## config.mk

```make
export PLATFORM = sky130hd
export DESIGN_NAME = cpu_prog_sequencer_flat
export DESIGN_NICKNAME = d
export VERILOG_FILES = /design/src/rtl/cpu_prog_sequencer_if.sv /design/src/rtl/cpu_prog_sequencer.sv /design/src/flat_wrapper.sv
export SDC_FILE = /design/constraint.sdc
export NUM_CORES = 1
export LEC_CHECK = 0
export CORE_MARGIN = 2
export CORE_UTILIZATION = 45
export CTS_CLUSTER_SIZE = 40
export DETAILED_ROUTE_END_ITERATION = 7
export PLACE_DENSITY = 0.73
export SETUP_SLACK_MARGIN = 0.02
export SYNTH_ARGS = -nofsm -noshare
export SYNTH_HDL_FRONTEND = slang
export SYNTH_SLANG_ARGS = --single-unit
```

## constraint.sdc

```tcl
create_clock -name clk -period 6.5 [get_ports clk]
set_input_delay 0.975 -clock clk [delete_from_list [all_inputs] [get_ports clk]]
set_output_delay 0.975 -clock clk [all_outputs]
set_load 0.005 [all_outputs]
```

## src/rtl/cpu_prog_sequencer_if.sv

```systemverilog
// CPU-side port bundle of the program sequencer: manual-load, instruction,
// mode and overflow lines. The sequencer is the master; the CPU is the slave.
interface cpu_prog_sequencer_if;
    logic [31:0] INS;
    logic [31:0] ManIn;
    logic [2:0]  RSM;
    logic        WR;
    logic        LO;
    logic        OV;

    modport master (output INS, output ManIn, output RSM, output WR, output LO, input OV);
    modport slave  (input INS, input ManIn, input RSM, input WR, input LO, output OV);
endinterface

```

## src/rtl/cpu_prog_sequencer.sv

```systemverilog
// Stores a short LOAD/EXEC program and plays it into the CPU one entry per clock,
// with a bubble on each load/operate mode change. Optional OV halt: SEQ_OV_HALT_EN.
module cpu_prog_sequencer #(
    parameter int AW = 4
) (
    input  logic                  clk,
    input  logic                  reset,
    input  logic                  prog_we,
    input  logic [AW-1:0]         prog_addr,
    input  logic [35:0]           prog_wdata,
    input  logic [AW:0]           prog_len,
    input  logic                  start,
    cpu_prog_sequencer_if.master  cpu,
    output logic                  busy,
    output logic                  done,
`ifdef SEQ_OV_HALT_EN
    output logic                  ov_abort,
`endif
    output logic [2:0]            state_dbg
);
    localparam int unsigned DEPTH = 1 << AW;
    localparam logic [AW:0]   LEN_MAX = {1'b1, {AW{1'b0}}};
    localparam logic [AW:0]   IDX_ONE = (AW+1)'(1);
    localparam logic [AW-1:0] PTR_ONE = AW'(1);

    typedef enum logic [2:0] {S_IDLE, S_FETCH, S_SWITCH, S_ISSUE, S_DONE} state_t;

    state_t        state;
    logic [35:0]   mem [DEPTH];
    logic [35:0]   rdata;
    logic [35:0]   cur;
    logic [AW:0]   len_q;
    logic [AW:0]   idx;
    logic [AW-1:0] rd_ptr;
    logic [AW-1:0] rd_addr;
    logic          rd_en;
    logic          start_ok;
    logic          last;
    logic          halt;
    logic          wr_q;
    logic          lo_q;
    logic [2:0]    rsm_q;
    logic [31:0]   manin_q;
    logic [31:0]   ins_q;

    // Handshake: start (and prog_we) is accepted on a rising edge only while busy=0;
    // busy rises on that edge and falls on the edge that ends the one-cycle done pulse.
    assign start_ok = start && !busy;
    assign last     = (idx == len_q - IDX_ONE);
    // Read-ahead: rdata always holds the entry after cur so kind changes are seen in time.
    assign rd_en    = start_ok || (state == S_FETCH) || ((state == S_ISSUE) && !last && !halt);
    assign rd_addr  = start_ok ? '0 : rd_ptr;

    assign cpu.WR    = wr_q;
    assign cpu.LO    = lo_q;
    assign cpu.RSM   = rsm_q;
    assign cpu.ManIn = manin_q;
    assign cpu.INS   = ins_q;
    assign state_dbg = state;

`ifdef SEQ_OV_HALT_EN
    // OV is judged against the EXEC entry currently on the outputs.
    assign halt = wr_q && lo_q && cpu.OV;

    always_ff @(posedge clk or negedge reset) begin
        if (!reset)        ov_abort <= 1'b0;
        else if (halt)     ov_abort <= 1'b1;
        else if (start_ok) ov_abort <= 1'b0;
    end
`else
    logic unused_ov;
    assign unused_ov = cpu.OV;
    assign halt      = 1'b0;
`endif

    // Program memory: not reset; a same-edge write is not visible to the read.
    always_ff @(posedge clk) begin
        if (prog_we && !busy) mem[prog_addr] <= prog_wdata;
        if (rd_en)            rdata <= mem[rd_addr];
    end

    always_ff @(posedge clk or negedge reset) begin
        if (!reset) begin
            state   <= S_IDLE;
            busy    <= 1'b0;
            done    <= 1'b0;
            wr_q    <= 1'b0;
            lo_q    <= 1'b0;
            rsm_q   <= '0;
            manin_q <= '0;
            ins_q   <= '0;
            cur     <= '0;
            len_q   <= '0;
            idx     <= '0;
            rd_ptr  <= '0;
        end else begin
            wr_q    <= 1'b0;
            rsm_q   <= '0;
            manin_q <= '0;
            ins_q   <= '0;
            done    <= 1'b0;
            if (done) busy <= 1'b0;
            if (halt) begin
                lo_q  <= 1'b0;
                done  <= 1'b1;
                state <= S_IDLE;
            end else begin
                case (state)
                    S_IDLE: begin
                        if (start_ok) begin
                            busy   <= 1'b1;
                            len_q  <= (prog_len > LEN_MAX) ? LEN_MAX : prog_len;
                            idx    <= '0;
                            rd_ptr <= PTR_ONE;
                            state  <= (prog_len == '0) ? S_DONE : S_FETCH;
                        end
                    end
                    S_FETCH: begin
                        cur    <= rdata;
                        rd_ptr <= rd_ptr + PTR_ONE;
                        state  <= (rdata[35] != lo_q) ? S_SWITCH : S_ISSUE;
                    end
                    S_SWITCH: begin
                        lo_q  <= cur[35];
                        state <= S_ISSUE;
                    end
                    S_ISSUE: begin
                        wr_q <= 1'b1;
                        lo_q <= cur[35];
                        if (cur[35]) begin
                            ins_q <= cur[31:0];
                        end else begin
                            rsm_q   <= cur[34:32];
                            manin_q <= cur[31:0];
                        end
                        if (last) begin
                            state <= S_DONE;
                        end else begin
                            cur    <= rdata;
                            idx    <= idx + IDX_ONE;
                            rd_ptr <= rd_ptr + PTR_ONE;
                            state  <= (rdata[35] != cur[35]) ? S_SWITCH : S_ISSUE;
                        end
                    end
                    S_DONE: begin
                        lo_q  <= 1'b0;
                        done  <= 1'b1;
                        state <= S_IDLE;
                    end
                    default: state <= S_IDLE;
                endcase
            end
        end
    end
endmodule

```

## src/flat_wrapper.sv

```systemverilog
// flat-port wrapper written by rule: the top's interface ports become plain ports
module cpu_prog_sequencer_flat 
#(
    parameter int AW = 4
)
  (clk, reset, prog_we, prog_addr, prog_wdata, prog_len, start, busy, done, state_dbg, cpu_INS, cpu_ManIn, cpu_RSM, cpu_WR, cpu_LO, cpu_OV);
  cpu_prog_sequencer_if cpu_i ();
  input  logic clk;
  input  logic reset;
  input  logic prog_we;
  input  logic [AW-1:0] prog_addr;
  input  logic [35:0] prog_wdata;
  input  logic [AW:0] prog_len;
  input  logic start;
  output logic busy;
  output logic done;
  output logic [2:0] state_dbg;
  output wire logic [$bits(cpu_i.INS)-1:0] cpu_INS;
  output wire logic [$bits(cpu_i.ManIn)-1:0] cpu_ManIn;
  output wire logic [$bits(cpu_i.RSM)-1:0] cpu_RSM;
  output wire logic [$bits(cpu_i.WR)-1:0] cpu_WR;
  output wire logic [$bits(cpu_i.LO)-1:0] cpu_LO;
  input wire logic [$bits(cpu_i.OV)-1:0] cpu_OV;
  assign cpu_INS = cpu_i.INS;
  assign cpu_ManIn = cpu_i.ManIn;
  assign cpu_RSM = cpu_i.RSM;
  assign cpu_WR = cpu_i.WR;
  assign cpu_LO = cpu_i.LO;
  assign cpu_i.OV = cpu_OV;
  cpu_prog_sequencer #(.AW(AW)) u_core (.clk(clk), .reset(reset), .prog_we(prog_we), .prog_addr(prog_addr), .prog_wdata(prog_wdata), .prog_len(prog_len), .start(start), .cpu(cpu_i), .busy(busy), .done(done), .state_dbg(state_dbg));
endmodule
```

==> flow_metrics.py, run 1 <==
metrics = {
    "clocking": {
        "clk_latency_ns": 0.61,
        "cts-buffers-inserted": 71,
        "clock_path_buffers": 3,
        "path_clk_slew_ns": 0.06,
        "count_of_cells_resized_by_post_cts_repair": 0,
        "htreeDepth": 3,
        "cts_hold_repair.buffers": 0,
        "cts_setup_buffers": 0,
        "clock_sink_count": 736,
        "tritoncts": "built",
        "clk_root_buffer_cell": "clkbuf_16",
    },
    "global_route": {
        "grt_first_pass_wirelength_mm": 94.5,
        "gr_util_all_layers": 0.197,
        "antenna_found_initial": 2,
        "grt_max_degree": 73,
        "grt_overflow": 0,
        "grt_pass1_vias": 15600,
    },
    "timing": {
        "layout_min_cycle_time_ns": 3.65,
        "fin_setup_tns_ns": 0,
        "max_clock_freq_mhz": 274,
        "final_worst_slack_ns": 2.85,
        "grt_setup_unrepaired": "false",
        "setup_viol": 0,
        "slew_violations": 0,
        "worstMarginPinSlew_ns": 1.12,
        "count_of_endpoints_failing_hold_in_the_final_timing_report": 0,
        "crit_share_post_route": 0.561,
        "fin_worst_skew_ns": 0.0278,
        "worst_slew_margin_rel": 0.252,
    },
    "floorplan": {
        "die_width_um": 254,
        "design.core.area_um2": 61800,
        "io_pins": 124,
        "die_area_um2": 64600,
        "die-height_um": 254,
        "core.rowCount": 91,
        "starting_utilization_of_the_core_area": 0.456,
    },
    "drt": {
        "vias_per_cell": 5.86,
        "routed_wirelength_mm": 63.3,
        "route.vias.total": 15200,
        "drtAntennaViolNets": 0,
        "first_iter_violations": 1408,
        "dr.pass1.iters": 6,
        "post-route-drc-count": 0,
        "wire_per_inst_um": 24.4,
    },
    "pwr": {
        "leakage_uw": 0.0109,
        "power_per_cell_area_nw_per_um2": 431,
        "vdd.ir_drop.worst_uv": 371,
    },
    "worst_setup_path": {
        "critical_path_buf_inv_count": 1,
        "worstPathRequired_ns": 6.81,
        "timing.setup.critical_path_class": "register to register",
        "cp_max_fo": 67,
        "worstSetupEndpointType": "register",
        "timing.critical_path.slowest_stage_cell": "buf_4",
        "worst-r2r-setup-slack_ns": 2.85,
        "startpoint_type": "register",
        "wp_data_arrival_ns": 3.96,
        "timing.critical_path.max_delay_family": "buffers and inverters",
        "crit_chain": "buf_4 -> nand2_4 -> mux4_2 -> nand2_1 -> a31oi_1",
        "slowest_delay_ns": 0.88,
    },
    "placement": {
        "preCtsSetupSlack_ns": 2.40,
        "placement.io_buffers": 122,
        "place_inst": 2469,
        "place_hpwl_mm": 32.5,
        "gp_congestion": 0.769,
    },
    "final_layout": {
        "syn2layout_area_growth_pct": 15.9,
        "final_layout_size_suffix_gt1_frac": 0.154,
        "inserted_diodes": 0,
        "final_cells": 2592,
        "layout.nets": 1758,
    },
    "logic_synthesis": {
        "yosys_register_bits": 736,
        "netlist.area_leader.share": 0.652,
        "synth_top_cell_by_area": "edfxtp_1",
        "syn_area_um2": 28200,
        "netlist_instances": 1583,
        "synth-seq-area-share": 0.763,
        "syn-num-nets": 1636,
        "netlist-cell-type-count": 43,
        "synth_area_leaders": "edfxtp_1, dfrtp_1, mux4_2, mux2i_1, nand4b_1",
        "yosys_warnings": 0,
        "avgSynthCellArea_um2": 17.8,
    },
    "job": {
        "drv.max_cap_violation_count": 0,
    },
    "worst_hold_path": {
        "worstHoldPathType": "input port to async pin",
    },
    "run_status": {
        "status": "complete, no violations",
    },
}
==> layout by cell type, fill, tap and decap left out, types with 3 or more instances in the layout <==
| cell | instances |
|---|---|
| a21oi_1 | 39 |
| a31oi_1 | 37 |
| and2_1 | 69 |
| and3_1 | 3 |
| buf_4 | 31 |
| bufinv_16 | 4 |
| clkbuf_1 | 17 |
| clkbuf_16 | 74 |
| clkdlybuf4s50_1 | 121 |
| clkinv_1 | 9 |
| clkinv_2 | 15 |
| dfrtp_1 | 122 |
| edfxtp_1 | 612 |
| ha_1 | 3 |
| inv_1 | 7 |
| mux2_2 | 29 |
| mux2_4 | 6 |
| mux2i_1 | 78 |
| mux4_2 | 72 |
| nand2_1 | 92 |
| nand2b_1 | 5 |
| nand3b_1 | 3 |
| nand4b_1 | 72 |
| nor2_1 | 8 |
| nor2_4 | 14 |
| nor2b_1 | 3 |
| nor3_1 | 4 |
| nor3_2 | 4 |
| o2111ai_1 | 72 |
| o21ai_0 | 83 |
| o22ai_1 | 3 |
| xnor2_1 | 3 |
| xor2_1 | 4 |
==> flip-flops by register name (all words and copies together) (netlist names) <==
register,flops
u_core.cpu.ManIn,32
u_core.state_dbg,3
u_core.rdata,36
u_core.rd_ptr,4
u_core.cpu.INS,32
u_core.len_q,5
u_core.cpu.RSM,3
u_core.done,1
u_core.idx,5
u_core.cpu.LO,1
u_core.cpu.WR,1
u_core.busy,1
u_core.mem,576
u_core.cur,36
==> routing by layer <==
metal  track usage  share of wire  up-vias
met5             0        0.00047        -
li1              -              -     6541
met4        0.0810          0.031        4
met1         0.261           0.41     7858
met3        0.0334          0.070      122
met2         0.327           0.49      652
==> power breakdown <==
group	total (µW)	internal (µW)	switching [µW]	leakage [µW]
Sequential	6050	5740	310	0.00710
Combinational	4090	1760	2330	0.00270
Clock	3940	2250	1690	0.00108
Total	14100	9750	4330	0.0109
==> cells in the mapped netlist, drive strengths merged <==
library cell  count
a21oi            39
nand2b            6
and3              3
nand4             1
xor2              4
xnor2             3
a211o             1
and3b             1
inv               8
nand2            96
buf              18
or3b              1
nand4b           72
nand3b            3
nor3              8
edfxtp          612
or3               2
o22ai             3
mux2             36
mux2i            78
nor4              2
a311oi            1
nand3             2
mux4             72
a31oi            37
a21boi            1
nor4bb            1
and2             71
or2               1
clkbuf           88
o2111ai          72
o21ai            83
ha                3
nor2             22
and4              1
dfrtp           124
o211ai            1
nor2b             4
a211oi            2
==> kinds of logic (layout without fill, tap and decap cells) <==
group                    count (synthesis)  after routing  synth area share
XOR/XNOR                                 7              7           0.00218
AO/OA/AOI/OAI                          240            240            0.0554
flip-flops                             736            736             0.763
multiplexers                           186            186             0.100
buffers and inverters                  114            286            0.0161
adder cells (fa/ha/maj)                  3              3           0.00133
AND/OR/NAND/NOR                        297            297            0.0620
==> worst paths after layout <==
check | startpoint | to | depth (start not counted)
min reg2reg | u_core.done | u_core.busy | 1
max in group asynchronous | reset | u_core.cpu.ManIn[14] | 2
min | reset | u_core.cur[32] | 1
min in group clk | u_core.done | u_core.busy | 1
max | u_core.rd_ptr[0] | u_core.rdata[23] | 5
max reg2reg | u_core.rd_ptr[0] | u_core.rdata[23] | 5
==> final cells by class <==
cell class / instances / area [µm²]
clock buffer: 92 / 1930
tap: 837 / 1050
timing repair buffer: 155 / 1500
sequential: 736 / 21500
multi-input combinational: 733 / 6410
inverter: 8 / 30.0
fill: 4735 / 29200
clock inverter: 31 / 263
==> per-stage QoR <==
| step | hold slack (ns) | util | cell area (µm²) | total power [µW] |
|---|---|---|---|---|
| after floorplan | 0.439 | - | 28200 | 8700 |
| after global placement | 0.442 | 0.493 | 30500 | 10100 |
| after detailed placement | 0.456 | 0.493 | 30500 | 10200 |
| after CTS | 0.363 | 0.528 | 32700 | 14200 |
| after global routing | 0.402 | 0.528 | 32700 | 14700 |
| final | 0.371 | 0.528 | 32700 | 14100 |
(Power assumes the default switching activity.)
==> run 2, diff against run 1 <==
--- a/config.mk
+++ b/config.mk
@@ -9,7 +9,7 @@
 export CORE_UTILIZATION = 45
 export CTS_CLUSTER_SIZE = 40
 export DETAILED_ROUTE_END_ITERATION = 7
-export PLACE_DENSITY = 0.73
+export PLACE_DENSITY = 0.76
 export SETUP_SLACK_MARGIN = 0.02
 export SYNTH_ARGS = -nofsm -noshare
 export SYNTH_HDL_FRONTEND = slang
==> constraint.sdc (replaced) <==
create_clock -name clk -period 2.94 [get_ports clk]
set_input_delay 0.441 -clock clk [delete_from_list [all_inputs] [get_ports clk]]
set_output_delay 0.441 -clock clk [all_outputs]
set_load 0.005 [all_outputs]
==> run 2 against run 1 <==
Worst hold slack gained 0.0023 ns. Register-to-register slack got worse by 2.6 ns. Non-clock buffer count increased by 30. Via count is 1.6% higher. Largest cell class unchanged. Largest power group unchanged.
==> flow_metrics.py, run 2 (synthesis gave the netlist of run 1 again) <==
metrics = {
    "global_route": {
        "gr_util_all_layers": 0.196,
        "grt_first_pass_wirelength_mm": 95.2,
        "grt_max_degree": 73,
        "antenna_found_initial": 1,
        "grt_pass1_vias": 15800,
        "grt_overflow": 0,
    },
    "final_layout": {
        "layout.nets": 1787,
        "syn2layout_area_growth_pct": 18.5,
        "core_occupancy_in_the_finished_layout": 0.540,
        "largest-register": "u_core.mem",
        "stdcell_area_um2": 33400,
        "final_layout_size_suffix_gt1_frac": 0.169,
        "layout_common_cells": "edfxtp_1, dfrtp_1, clkdlybuf4s50_1",
        "max_reg_flops": 576,
        "layout.cells.most_common": "edfxtp_1",
        "fillCellCount": 4544,
        "multi_input_area_um2": 6430,
        "leading_registers_by_flop_count": "u_core.mem (576), u_core.cur (36), u_core.rdata (36)",
        "seqCellArea_um2": 21500,
        "inserted_diodes": 0,
    },
    "placement": {
        "dpl_cell_area_um2": 31100,
        "preCtsSetupSlack_ns": 0.266,
        "placement.io_buffers": 122,
        "place_hpwl_mm": 34.6,
        "gp_congestion": 0.759,
    },
    "timing": {
        "hold_slack_ns": 0.374,
        "max_clock_freq_mhz": 376,
        "count_of_endpoints_failing_hold_in_the_final_timing_report": 0,
        "final_worst_slack_ns": 0.282,
        "slew_violations": 0,
        "worstMarginPinSlew_ns": 0.664,
        "layout_min_cycle_time_ns": 2.66,
        "crit_share_post_route": 0.904,
        "setup_viol": 0,
        "worst_slew_margin_rel": 0.557,
        "fin_setup_tns_ns": 0,
        "grt_setup_unrepaired": "false",
        "fin_worst_skew_ns": 0.0238,
    },
    "worst_hold_path": {
        "worstHoldPathType": "input port to async pin",
    },
    "drt": {
        "post-route-drc-count": 0,
        "route.vias.total": 15400,
        "routed_wirelength_mm": 63.1,
        "wire_per_inst_um": 24.0,
        "first_iter_violations": 1726,
        "dr.pass1.iters": 5,
        "vias_per_cell": 5.87,
        "drtAntennaViolNets": 0,
    },
    "clocking": {
        "cts-buffers-inserted": 70,
        "clk_root_buffer_cell": "clkbuf_16",
        "count_of_cells_resized_by_post_cts_repair": 0,
        "clock_path_buffers": 3,
        "htreeDepth": 3,
        "cts_setup_buffers": 0,
        "tritoncts": "built",
        "path_clk_slew_ns": 0.06,
        "clk_latency_ns": 0.62,
        "clock_sink_count": 736,
    },
    "worst_setup_path": {
        "path_depth": 8,
        "slowest_delay_ns": 0.55,
        "wp_data_arrival_ns": 3.14,
        "worstSetupEndpointType": "register",
        "worstSetupEndpoint": "u_core.cur[23]",
        "startpoint_type": "register",
        "worst-r2r-setup-slack_ns": 0.28,
        "critical_path_buf_inv_count": 2,
        "timing.critical_path.max_delay_family": "compound AO/OA/AOI/OAI gates",
        "cp_max_fo": 38,
        "cp-startpoint": "u_core.len_q[0]",
        "timing.setup.critical_path_class": "register to register",
        "crit_chain": "inv_1 -> ha_1 -> and3b_1 -> o21ai_0 -> a311oi_4 -> a21boi_4 -> buf_4 -> mux2_2",
        "timing.rr.start": "u_core.len_q[0]",
        "timing.critical_path.slowest_stage_cell": "buf_4",
        "rr_worst_depth": 8,
        "worstPathRequired_ns": 3.42,
        "critical_path.reg2reg.endpoint": "u_core.cur[23]",
    },
    "floorplan": {
        "die_area_um2": 64600,
        "die-height_um": 254,
        "io_pins": 124,
        "design.core.area_um2": 61800,
        "die_width_um": 254,
        "core.rowCount": 91,
        "starting_utilization_of_the_core_area": 0.456,
    },
    "run_status": {
        "status": "complete, no violations",
    },
    "pwr": {
        "power_per_cell_area_nw_per_um2": 949,
        "vdd.ir_drop.worst_uv": 601,
        "leakage_uw": 0.0112,
    },
    "job": {
        "drv.max_cap_violation_count": 0,
    },
}
## run 2: cell type report
cell class                 count  area share
timing repair buffer         185      0.0643
tap                          837      0.0314
inverter                       8    0.000899
sequential                   736       0.644
clock buffer                  98      0.0584
multi-input combinational    733       0.193
clock inverter                32     0.00884
## run 2: power breakdown
| group | total (µW) | leakage (µW) | internal, µW | switching [µW] |
|---|---|---|---|---|
| sequential | 13300 | 0.00710 | 12700 | 668 |
| clock | 8770 | 0.00109 | 4960 | 3820 |
| combinational | 9580 | 0.00299 | 4350 | 5230 |
| total | 31700 | 0.0112 | 22000 | 9710 |
## run 2: worst min-delay path by stage
stage	depth (start not counted)	endpoint	slack [ns]
global placement	1	u_core.cur[0]	0.44
CTS	2	u_core.idx[3]	0.39
global route	2	u_core.cpu.RSM[0]	0.42
detailed placement	1	u_core.idx[3]	0.46
floorplan	0	u_core.busy	0.15
finish	2	u_core.cpu.RSM[0]	0.37
## run 2: through the flow
step / power [µW] / instances
6_report: 31700 / 2629
5_1_grt: 33000 / 2629
4_1_cts: 31900 / 2629
3_5_place_dp: 23200 / 2498
3_3_place_gp: 22900 / 2498
2_1_floorplan: 19200 / 1583
## run 2: repair_timing
action / CTS / global route
hold endpoints to repair: 48 / 0
endpoints found under the setup margin: 0 / 0
hold buffers: 1 / 0
## run 2: per-layer routing
layer | vias to the layer above | routed length, µm | GRT usage
li1 | 6617 | - | -
met1 | 7999 | 25200 | 0.258
met2 | 682 | 31600 | 0.330
met3 | 121 | 4610 | 0.0363
met4 | 2 | 1600 | 0.0694
met5 | - | 13 | 0
==> run 3, diff against run 2 <==
--- a/config.mk
+++ b/config.mk
@@ -7,6 +7,7 @@
 export LEC_CHECK = 0
 export CORE_MARGIN = 2
 export CORE_UTILIZATION = 45
+export CTS_CLUSTER_DIAMETER = 40
 export CTS_CLUSTER_SIZE = 40
 export DETAILED_ROUTE_END_ITERATION = 7
 export PLACE_DENSITY = 0.76
==> run 3 against run 2 <==
Total power up 2.6%. Sequential power about the same. Sequential share of layout area down 0.65 points. Non-clock buffer count unchanged. Largest power group unchanged. Clock power up 9.5%.
==> flow_metrics.py, run 3 (synthesis gave the netlist of run 1 again) <==
metrics = {
    "run_status": {
        "status": "complete, no violations",
    },
    "worst_hold_path": {
        "worstHoldPathType": "input port to async pin",
    },
    "drt": {
        "post-route-drc-count": 0,
        "dr.pass1.iters": 5,
        "vias_per_cell": 5.87,
        "routed_wirelength_mm": 63.7,
        "first_iter_violations": 1634,
        "route.vias.total": 15500,
        "drtAntennaViolNets": 0,
        "wire_per_inst_um": 24.2,
    },
    "clocking": {
        "clock_path_buffers": 3,
        "clk_latency_ns": 0.63,
        "clk_root_buffer_cell": "clkbuf_16",
        "tritoncts": "built",
        "count_of_cells_resized_by_post_cts_repair": 0,
        "cts-buffers-inserted": 74,
        "htreeDepth": 3,
        "clock_sink_count": 736,
        "path_clk_slew_ns": 0.07,
    },
    "floorplan": {
        "io_pins": 124,
        "core.rowCount": 91,
        "die_area_um2": 64600,
        "design.core.area_um2": 61800,
        "starting_utilization_of_the_core_area": 0.456,
        "die_width_um": 254,
        "die-height_um": 254,
    },
    "pwr": {
        "power_switching_share": 0.318,
        "leakage_uw": 0.0113,
        "totalPowerFinal_uw": 32500,
        "power.combinational.fraction": 0.295,
        "power_per_cell_area_nw_per_um2": 965,
        "seqPwrFrac": 0.410,
        "power.net_switching_uw": 10400,
        "vdd.ir_drop.worst_uv": 586,
        "internal_power_uw": 22200,
        "clockPowerShare": 0.295,
    },
    "timing": {
        "fin_setup_tns_ns": 0,
        "crit_share_post_route": 0.904,
        "final_worst_slack_ns": 0.281,
        "layout_min_cycle_time_ns": 2.66,
        "grt_setup_unrepaired": "false",
        "worst_slew_margin_rel": 0.554,
        "fin_worst_skew_ns": 0.0334,
        "worstMarginPinSlew_ns": 0.670,
        "count_of_endpoints_failing_hold_in_the_final_timing_report": 0,
        "slew_violations": 0,
        "setup_viol": 0,
        "max_clock_freq_mhz": 376,
        "hold_slack_ns": 0.367,
    },
    "final_layout": {
        "layout.nets": 1791,
        "leading_registers_by_flop_count": "u_core.mem (576), u_core.cur (36), u_core.rdata (36)",
        "syn2layout_area_growth_pct": 19.7,
        "layout.cells.most_common": "edfxtp_1",
        "max_reg_flops": 576,
        "final_layout_size_suffix_gt1_frac": 0.185,
        "largest-register": "u_core.mem",
        "inserted_diodes": 0,
        "core_occupancy_in_the_finished_layout": 0.546,
        "layout_common_cells": "edfxtp_1, dfrtp_1, clkdlybuf4s50_1",
    },
    "worst_setup_path": {
        "cp_max_fo": 38,
        "timing.rr.start": "u_core.len_q[0]",
        "wp_data_arrival_ns": 3.16,
        "crit_chain": "inv_1 -> ha_1 -> and3b_1 -> o21ai_0 -> a311oi_4 -> a21boi_4 -> buf_4 -> mux2_2",
        "startpoint_type": "register",
        "worstSetupEndpointType": "register",
        "slowest_delay_ns": 0.54,
        "timing.setup.critical_path_class": "register to register",
        "timing.critical_path.max_delay_family": "compound AO/OA/AOI/OAI gates",
        "worstPathRequired_ns": 3.44,
        "cp-startpoint": "u_core.len_q[0]",
        "critical_path_buf_inv_count": 2,
        "timing.critical_path.slowest_stage_cell": "buf_4",
    },
    "global_route": {
        "grt_pass1_vias": 15900,
        "grt_overflow": 0,
        "grt_max_degree": 73,
        "antenna_found_initial": 0,
        "gr_util_all_layers": 0.199,
        "grt_first_pass_wirelength_mm": 96.0,
    },
    "placement": {
        "placement.io_buffers": 122,
        "gp_congestion": 0.759,
        "place_hpwl_mm": 34.6,
        "preCtsSetupSlack_ns": 0.266,
    },
    "job": {
        "drv.max_cap_violation_count": 0,
    },
}
## run 3: changes by cell type in the layout (fill, tap and decap cells not counted), sizes merged
| cell | delta |
|---|---|
| clkbuf | -17 |
| clkinv | +8 |
| inv | +15 |
| bufinv | -2 |
| clkinvlp | +2 |
## run 3: timing repair
item | in CTS | in global routing
hold buffers | 1 | 0
endpoints found under the hold margin | 48 | 0
buffers inserted | 0 | 0
## run 3: layer usage
layer	vias up	part of all wire	GRT usage
li1	6631	-	-
met1	7976	0.38	0.255
met2	733	0.51	0.337
met3	135	0.078	0.0355
met4	0	0.032	0.0839
met5	-	0	0
## run 3: per-stage QoR
step | instance area [µm²] | instances
floorplan | 28200 | 1583
global placement | 31100 | 2498
detailed placement | 31100 | 2498
CTS | 33700 | 2635
global route | 33700 | 2635
finish | 33700 | 2635
## run 3: power groups by stage
stage | sequential [µW] | clock [µW] | combinational (µW)
2_1_floorplan | 13300 | 0 | 5950
3_5_place_dp | 13600 | 0 | 9600
6_report | 13300 | 9600 | 9600
4_1_cts | 13300 | 9780 | 9680
3_3_place_gp | 13500 | 0 | 9370
5_1_grt | 13400 | 10200 | 10300
## run 3: path summary, 6_finish.rpt
| kind | cells past startpoint | end | slack (ns) |
|---|---|---|---|
| max in group asynchronous | 3 | u_core.cpu.INS[18] | 1.90 |
| hold / removal | 2 | u_core.cpu.ManIn[31] | 0.37 |
| min in group clk | 3 | u_core.len_q[2] | 0.43 |
| hold reg to reg | 1 | u_core.cur[0] | 0.47 |
| setup reg to reg | 8 | u_core.cur[19] | 0.28 |
| setup / recovery | 8 | u_core.cur[19] | 0.28 |
## run 3: cell type report
class                   instances  area (µm²)
fillers                      4465       28100
flip-flops and latches        736       21500
clock buffers                  81        1930
clock inverters                55         656
inverters                       8        30.0
well taps                     837        1050
repair buffers                185        2150
multi-input cells             733        6430
